File: src/rtl/otp_pkg.sv
// Shared definitions for the bit-serial one-time-pad controller.
package otp_pkg;

  typedef enum logic [1:0] {
    IDLE,
    RUN,
    DONE
  } otp_state_t;

  localparam int OTP_MSG_BITS = 64;
  localparam int OTP_KEY_BITS = 32;

endpackage

File: src/rtl/otp_xor_bit.sv
// Single-bit XOR stage of the serial cipher path; kept as its own module so
// it can be swapped for a different combiner or probed on its own.
module otp_xor_bit (
  input  logic a,
  input  logic b,
  output logic out
);

  assign out = a ^ b;

endmodule

File: src/rtl/otp_serial_ctrl.sv
// Bit-serial one-time-pad controller. A message/key pair is latched on the
// input handshake, then one message bit and one key bit per clock (MSB first,
// key repeating every KEY_BITS bits) pass through a 1-bit XOR stage and the
// result word is assembled and offered on the output handshake.
// Optional feature macro: OTP_KEY_REUSE_DETECT_EN adds the key_reuse output,
// flagging a job whose key equals the key of the previously accepted job.
module otp_serial_ctrl
  import otp_pkg::*;
#(
  parameter int MSG_BITS = OTP_MSG_BITS,
  parameter int KEY_BITS = OTP_KEY_BITS
) (
  input  logic                        clk,
  input  logic                        rst_n,
  input  logic                        in_valid,
  output logic                        in_ready,
  input  logic [MSG_BITS-1:0]         in_msg,
  input  logic [KEY_BITS-1:0]         in_key,
  input  logic                        abort,
  output logic                        out_valid,
  input  logic                        out_ready,
  output logic [MSG_BITS-1:0]         out_data,
  output logic                        busy,
  output logic                        ser_a,
  output logic                        ser_b,
  output logic                        ser_out,
`ifdef OTP_KEY_REUSE_DETECT_EN
  output logic                        key_reuse,
`endif
  output logic [$clog2(MSG_BITS)-1:0] bit_idx
);

  localparam int IDX_W  = $clog2(MSG_BITS);
  localparam int KIDX_W = (KEY_BITS > 1) ? $clog2(KEY_BITS) : 1;
  localparam logic [IDX_W-1:0]  IDX_MAX  = IDX_W'(MSG_BITS - 1);
  localparam logic [KIDX_W-1:0] KIDX_MAX = KIDX_W'(KEY_BITS - 1);

  otp_state_t state, state_next;

  logic [MSG_BITS-1:0] msg_r;
  logic [KEY_BITS-1:0] key_r;
  logic [MSG_BITS-1:0] result_r;
  logic [KIDX_W-1:0]   key_idx;
  logic                accept;

  assign accept   = in_ready && in_valid;
  assign out_data = result_r;

  // Serial operands are only presented while a job is running, zero otherwise.
  assign ser_a = busy ? msg_r[bit_idx] : 1'b0;
  assign ser_b = busy ? key_r[key_idx] : 1'b0;

  otp_xor_bit u_xor (
    .a   (ser_a),
    .b   (ser_b),
    .out (ser_out)
  );

  // State register.
  always_ff @(posedge clk or negedge rst_n) begin
    if (!rst_n) state <= IDLE;
    else        state <= state_next;
  end

  // Next-state and handshake/status decode; abort wins over out_ready.
  always_comb begin
    state_next = state;
    in_ready   = 1'b0;
    busy       = 1'b0;
    out_valid  = 1'b0;
    case (state)
      IDLE: begin
        in_ready = 1'b1;
        if (in_valid) state_next = RUN;
      end
      RUN: begin
        busy = 1'b1;
        if (abort)                state_next = IDLE;
        else if (bit_idx == '0)   state_next = DONE;
      end
      DONE: begin
        out_valid = 1'b1;
        if (abort || out_ready) state_next = IDLE;
      end
      default: state_next = IDLE;
    endcase
  end

  // Operand capture, bit/key index counters and result assembly.
  always_ff @(posedge clk or negedge rst_n) begin
    if (!rst_n) begin
      msg_r    <= '0;
      key_r    <= '0;
      result_r <= '0;
      bit_idx  <= IDX_MAX;
      key_idx  <= KIDX_MAX;
    end else begin
      case (state)
        IDLE: begin
          if (in_valid) begin
            msg_r   <= in_msg;
            key_r   <= in_key;
            bit_idx <= IDX_MAX;
            key_idx <= KIDX_MAX;
          end
        end
        RUN: begin
          if (abort) begin
            result_r <= '0;
            bit_idx  <= IDX_MAX;
            key_idx  <= KIDX_MAX;
          end else begin
            result_r[bit_idx] <= ser_out;
            bit_idx <= (bit_idx == '0) ? IDX_MAX : bit_idx - 1'b1;
            key_idx <= (key_idx == '0) ? KIDX_MAX : key_idx - 1'b1;
          end
        end
        default: ;
      endcase
    end
  end

`ifdef OTP_KEY_REUSE_DETECT_EN
  logic [KEY_BITS-1:0] last_key;
  logic                last_key_vld;

  // Compare each accepted key with the previous one and remember it.
  always_ff @(posedge clk or negedge rst_n) begin
    if (!rst_n) begin
      last_key     <= '0;
      last_key_vld <= 1'b0;
      key_reuse    <= 1'b0;
    end else if (accept) begin
      key_reuse    <= last_key_vld && (in_key == last_key);
      last_key     <= in_key;
      last_key_vld <= 1'b1;
    end
  end
`else
  // No key history is kept in the default build.
`endif

endmodule

File: config.mk
export PLATFORM = sky130hd
export DESIGN_NAME = otp_serial_ctrl
export DESIGN_NICKNAME = d
export VERILOG_FILES = /design/src/rtl/otp_pkg.sv /design/src/rtl/otp_xor_bit.sv /design/src/rtl/otp_serial_ctrl.sv
export SDC_FILE = /design/constraint.sdc
export NUM_CORES = 1
export LEC_CHECK = 0
export BUFFER_PORTS_ARGS = -buffer_cell sky130_fd_sc_hd__buf_2
export CAP_MARGIN = 20
export CORE_MARGIN = 8
export CORE_UTILIZATION = 55
export CTS_CLUSTER_DIAMETER = 80
export DETAILED_ROUTE_END_ITERATION = 16
export PLACE_DENSITY = 0.79
export SLEW_MARGIN = 20
export SYNTH_ARGS = -nofsm -noshare
export SYNTH_HDL_FRONTEND = slang
export SYNTH_HIERARCHICAL = 1
export SYNTH_SLANG_ARGS = --single-unit
File: constraint.sdc
create_clock -name clk -period 3.93 [get_ports clk]
set_input_delay 0 -clock clk [delete_from_list [all_inputs] [get_ports clk]]
set_output_delay 0 -clock clk [all_outputs]
set_load 0.05 [all_outputs]
After elaboration in Yosys (flattened, before gate mapping)
Index checks and enable logic that the tools add are counted.

Add/subtract/negate cells: 2. Magnitude comparators: 3. Eq/ne operators: 5. Bitwise operators: 1. Mux-type cells: 26. Reductions and logical operators: 9.

Operators with widths (number): bitwise mux 64 bit (1); two-way mux 64 bit (1); two-way mux 6 bit (3); two-way mux 5 bit (3); case mux 6 bit (2 select lines) (1); case mux 5 bit (2 select lines) (1); two-way mux 1 bit (8); two-way mux 2 bit (4); less-than comparator 6 x 7 -> 1 bit (second input constant) (1); binary-select mux 1 bit (select 6 bit) (1); demux 1 bit (select 6 bit) (1); >= comparator 6 x 1 -> 1 bit (second input constant) (1); zero test 6 bit (1); less-than comparator 5 x 6 -> 1 bit (second input constant) (1); case mux 2 bit (3 select lines) (1); subtractor 6 x 1 -> 6 bit (second input constant) (1); binary-select mux 1 bit (select 5 bit) (1); zero test 5 bit (1); subtractor 5 x 1 -> 5 bit (second input constant) (1); != test 2 bit (second input constant) (2); AND reduction 2 bit (2); != test 3 bit (second input constant) (1); AND reduction 3 bit (1); == test 2 x 1 -> 1 bit (second input constant) (1); other kinds (6) (6).

Register bits: 173. Output and inout port bits: 76.

Logic depth before layout (Yosys ltp)
Word-level depth: 6. Depth in mapped cells: 14.

By module
The synthesis kept the hierarchy.

By module, submodules not included: otp_serial_ctrl (times used 1, sequential area each 4342.9 um^2, cells an instance 755, area an instance 8277.9 um^2); otp_xor_bit (times used 1, sequential area each 0.0 um^2, cells an instance 1, area an instance 8.8 um^2).

Least setup slack after synthesis
OpenSTA, ideal clock, no wires.

Path type: register to register. Start point: reg bit_idx[0]. End point: reg result_r[40], in the netlist out_data[40]. Library setup time: 0.083 ns. Arrival time: 4.632 ns. Period minus slack after synthesis: 4.714 ns. Cell stages (with the launch flop): 13. Setup slack: -0.784 ns. Buffers on the path: 2. Cell sequence: dfstp_2 -> buf_2 -> buf_4 -> mux2i_1 -> mux4_2 -> o21ai_0 -> a22oi_1 -> a41oi_1 -> xor2_1 -> nand2_1 -> nor3_2 -> a22oi_1 -> o21ai_0.

Longest elaborated chain between the ends: 6. Elaborated cells on any way between the ends: 11. Those cells by class: order compare (2); mux (7); bitwise (1); reduce/logical (1).

RTL lines: start, declared (RTL line otp_serial_ctrl.sv:30) `output logic [$clog2(MSG_BITS)-1:0] bit_idx`; start signal, assigned (RTL line otp_serial_ctrl.sv:114) `bit_idx <= (bit_idx == '0) ? IDX_MAX : bit_idx - 1'b1;`; binary-select mux 1 bit (select 6 bit) (RTL line otp_serial_ctrl.sv:50) `assign ser_a = busy ? msg_r[bit_idx] : 1'b0;`; two-way mux 1 bit (not written as such) (RTL line otp_serial_ctrl.sv:50); two-way mux 1 bit (RTL line otp_serial_ctrl.sv:50); via ser_a (RTL line otp_serial_ctrl.sv:24) `output logic ser_a,`; XOR 1 bit (RTL line otp_xor_bit.sv:9) `assign out = a ^ b;`; via ser_out (RTL line otp_serial_ctrl.sv:26) `output logic ser_out,`; bitwise mux 64 bit (RTL line otp_serial_ctrl.sv:113) `result_r[bit_idx] <= ser_out;`; two-way mux 64 bit (RTL line otp_serial_ctrl.sv:108) `if (abort) begin`; end signal, assigned by index (RTL line otp_serial_ctrl.sv:113); end, declared (RTL line otp_serial_ctrl.sv:42) `logic [MSG_BITS-1:0] result_r;`.

The timed path passes the listed nets, and every way through them passes these cells. The select of a mux whose other input is x is not followed. A chain may end at the register's enable or synchronous reset.

Final worst setup path
Start point: reg bit_idx[0]. End point: reg result_r[41], in the netlist out_data[41].

Longest elaborated chain between the ends: 6. Elaborated cells on any way between the ends: 11. Those cells by class: order compare (2); mux (7); bitwise (1); reduce/logical (1).

RTL lines (RTL line): less-than comparator 6 x 7 -> 1 bit (not written as such), or another cell as far along (otp_serial_ctrl.sv:113); logical AND 1 bit (not written as such) or two-way mux 1 bit (tied branches) (otp_serial_ctrl.sv:113, otp_serial_ctrl.sv:50); two-way mux 1 bit (on tied branches) (otp_serial_ctrl.sv:113, otp_serial_ctrl.sv:50); demux 1 bit (select 6 bit) or XOR 1 bit (tied branches) (otp_serial_ctrl.sv:113, otp_xor_bit.sv:9); bitwise mux 64 bit * (otp_serial_ctrl.sv:113); two-way mux 64 bit * (otp_serial_ctrl.sv:108).

Mark *: on every way between the ends. The rest lies on a longest branch, timed or not. The select of a mux whose other input is x is not followed.

==> metrics <==
status=finished, final reports clean; proportion of netlist area held by the largest area contributor=0.489; area growth from synthesis to layout=31.2%; count of antenna diodes in the layout=0; vias in the first global route=between 7000 and 8000; count of endpoints failing setup in the final report=0; capture point of the worst reg-to-reg path=out_data[41]; minimum period implied by the final worst setup slack=around 3.6 ns; transition at the pin with the smallest max-transition slack=0.976 ns; final antenna-violating net count=0; routability cong.=approximately 0.78; max-slew violation total from the final report=0; die span in y=around 140 µm; Max clock buf depth=2; number of max-cap violations=0; type of the setup path with the least slack=reg -> reg; startpoint of the lowest-slack register-to-register path=bit_idx[0]; Pwr Total=9760 µW; most used flip-flop cell after synthesis=sky130_fd_sc_hd__dfrtp_1; number of cells on the worst reg-to-reg path=11; count of standard-cell rows=45; fmax=0.281 GHz; number of H-tree levels=4; placeable core region=approximately 15000 µm²; worst reg-to-reg setup slack=between 0.3 and 0.4 ns; power per unit of standard cell area=898 nW/µm²; post-CTS repair timing setup buffer count=0; synthesized netlist net count=859; number of antenna violations at the first check in global routing=0; peak supply drop=0.000415 V; Setup Skew=around 0.010 ns; via total after detailed routing=7129; DRC violations left=0; Relative slew margins=0.349; TritonCTS Buffers=17; period utilization=0.905; nature of the critical path startpoint=flop; cell taking the most area after synthesis=sky130_fd_sc_hd__dfrtp_1; filler cell count=about 1000; Crit Path Max Fanout=26; area used by sequential logic in the layout=around 4300 µm²; Setup crit end=out_data[41]; Critical Path Source=bit_idx[0]; area of the multi-input gates=between 3000 and 4000 µm²; Critical Path End Type=flop; RSZ-0062 raised after global routing=false; Cell Area, Synth=just over 8000 µm²; clock transition at the registers of the reported paths=around 0.07 ns; full die area=approximately 19000 µm²; number of storage elements in the synthesis netlist=173; final-layout setup total negative slack=0 ns; fraction of layout instances using a drive strength above 1=0.362; total wirelength of the detailed-routed design=about 26000 µm; count of flip-flops with a built-in enable after synthesis=0; count of different cell masters after synthesis=46; num ports=177; sequential share of the synthesized area=0.524; data arrival time of the worst path=approximately 3.9 ns; global route total overflow=0; number of detailed-route iterations in the first pass=5; share of synthesized registers carrying an async set or reset=1.00; number of warnings issued by yosys=6; final hold slack=roughly 0.23 ns; dpl hpwl=around 15000 µm; biggest area contributors in the synthesized netlist=sky130_fd_sc_hd__dfrtp_1, sky130_fd_sc_hd__mux2_2, sky130_fd_sc_hd__nand2_1, sky130_fd_sc_hd__a22oi_1, sky130_fd_sc_hd__o21ai_0; root buffer selected by CTS=sky130_fd_sc_hd__clkbuf_16; Initial Utilization=0.553; critical path data required time=4.27 ns; global-route wire length before repair=40600 µm; Mapped Avg Cell Area=roughly 11 µm²; via-per-instance ratio=5.88; latest clock arrival within the worst-skew pair=approximately 0.43 ns; NumNets Final=between 1000 and 1500; worst min-delay path category=in -> async; number of standard cells after synthesis=roughly 760; DRT iter0 DRCs=a little over 700; final count of hold timing violations=0; horizontal extent of the die=139 µm; clock tree from TritonCTS=done; count of port buffers added during placement=about 180; combined global-route utilization of all metal layers=0.268; leakage component of the power=about 0.0049 µW; TritonCTS Sinks=approximately 170; maximum number of pins on one net before global-route repair=94; DR WL/cell=around 21 µm
-- area by class of cell --
type                       instances  share of cell area
tap                              188              0.0216
sequential                       173               0.399
clock inverter                    12              0.0104
timing repair buffer             295               0.187
multi-input combinational        517               0.339
inverter                           7             0.00242
clock buffer                      20              0.0402
-- registers in the layout (all words and copies together), names as in the netlist --
| signal | count |
|---|---|
| key_idx | 5 |
| out_data | 64 |
| state | 2 |
| bit_idx | 6 |
| key_r | 32 |
| msg_r | 64 |
-- cells in the mapped netlist, drive strengths merged, types with 2 or more instances --
master / number
dfrtp: 162
nand2: 142
mux2: 101
o21ai: 74
a22oi: 68
buf: 31
clkbuf: 28
nor2: 24
a21oi: 13
mux2i: 12
mux4: 12
dfstp: 11
nor3: 11
and3: 9
inv: 7
a31oi: 6
a221oi: 5
nand3: 5
nand2b: 4
a211oi: 3
and2: 3
nor3b: 3
a211o: 2
a221o: 2
and3b: 2
ha: 2
nor2b: 2
o21a: 2
or2: 2
-- kinds of logic after synthesis --
kind of cell / synth area share
and+or+nand+nor: 0.114
xor gates and xnor gates: 0.00106
buffers and inverters: 0.0362
DFF: 0.524
muxes: 0.184
AOI/OAI and AO/OA: 0.138
adders and majority gates: 0.00302
-- per-stage QoR --
step	instances	setup WS [ns]	utilization	cell area, µm²
after floorplan	756	0.141	-	8310
after global placement	1082	0.445	0.623	9340
after detailed placement	1082	0.412	0.623	9340
after CTS	1212	0.382	0.726	10900
after global routing	1212	0.129	0.726	10900
final	1212	0.372	0.726	10900
-- cell usage in the layout, fill, tap and decap left out, types with 3 or more instances in the layout --
cell                            Yosys  final
sky130_fd_sc_hd__a211oi_1           3      3
sky130_fd_sc_hd__a21oi_1           13     13
sky130_fd_sc_hd__a221oi_1           5      5
sky130_fd_sc_hd__a22oi_1           68     68
sky130_fd_sc_hd__a31oi_1            6      6
sky130_fd_sc_hd__and3_1             9      9
sky130_fd_sc_hd__buf_2             26    175
sky130_fd_sc_hd__buf_4              3     20
sky130_fd_sc_hd__clkbuf_1          27      3
sky130_fd_sc_hd__clkbuf_16          0     17
sky130_fd_sc_hd__clkinv_2           0      3
sky130_fd_sc_hd__dfrtp_1          162    162
sky130_fd_sc_hd__dfstp_2           11     11
sky130_fd_sc_hd__dlygate4sd3_1      0     98
sky130_fd_sc_hd__inv_1              4      4
sky130_fd_sc_hd__inv_2              3      3
sky130_fd_sc_hd__inv_6              0      4
sky130_fd_sc_hd__mux2_2           101    101
sky130_fd_sc_hd__mux2i_1           12     12
sky130_fd_sc_hd__mux4_2            12     12
sky130_fd_sc_hd__nand2_1          142    142
sky130_fd_sc_hd__nand2b_1           4      3
sky130_fd_sc_hd__nand3_1            5      5
sky130_fd_sc_hd__nor2_1            23     23
sky130_fd_sc_hd__nor3_2             9      8
sky130_fd_sc_hd__o21ai_0           73     73
-- layer usage --
layer	part of all wire	global-route usage
met4	0.026	0.0924
met5	0	0
met3	0.077	0.0795
met2	0.50	0.445
met1	0.40	0.327
-- critical path, stage by stage, from the launching register on --
cell and delay (ns):
sky130_fd_sc_hd__dfstp_2 0.91, sky130_fd_sc_hd__buf_4 0.27, sky130_fd_sc_hd__mux2i_1 0.08, sky130_fd_sc_hd__mux4_2 0.45, sky130_fd_sc_hd__o21ai_0 0.11, sky130_fd_sc_hd__a22oi_1 0.12, sky130_fd_sc_hd__a41oi_2 0.36, sky130_fd_sc_hd__xor2_4 0.19
sky130_fd_sc_hd__nand2_1 0.14, sky130_fd_sc_hd__nor3_2 0.46, sky130_fd_sc_hd__a22oi_1 0.19, sky130_fd_sc_hd__o21ai_0 0.18
-- worst min-delay path by stage --
stage                from            to  slack (ns)  depth (start not counted)
floorplan           rst_n      key_r[0]       -0.30                          0
global placement    rst_n  out_data[23]        0.15                          1
detailed placement  rst_n  out_data[23]        0.15                          1
CTS                 abort   out_data[4]        0.22                          3
global route        abort   out_data[4]        0.25                          3
finish              rst_n  out_data[23]        0.23                          2
-- power by group --
group / leakage (µW) / total (µW) / internal [µW] / switching, µW
clock: 0.000266 / 1630 / 880 / 749
combinational: 0.00269 / 4640 / 1700 / 2940
sequential: 0.00200 / 3490 / 2690 / 795
total: 0.00495 / 9760 / 5270 / 4490
-- timing repair --
action	in CTS	in global routing
hold endpoints to repair	178	0
hold buffers	98	0
resized for setup	0	0
No activity file was read; power rests on OpenSTA's default activity.
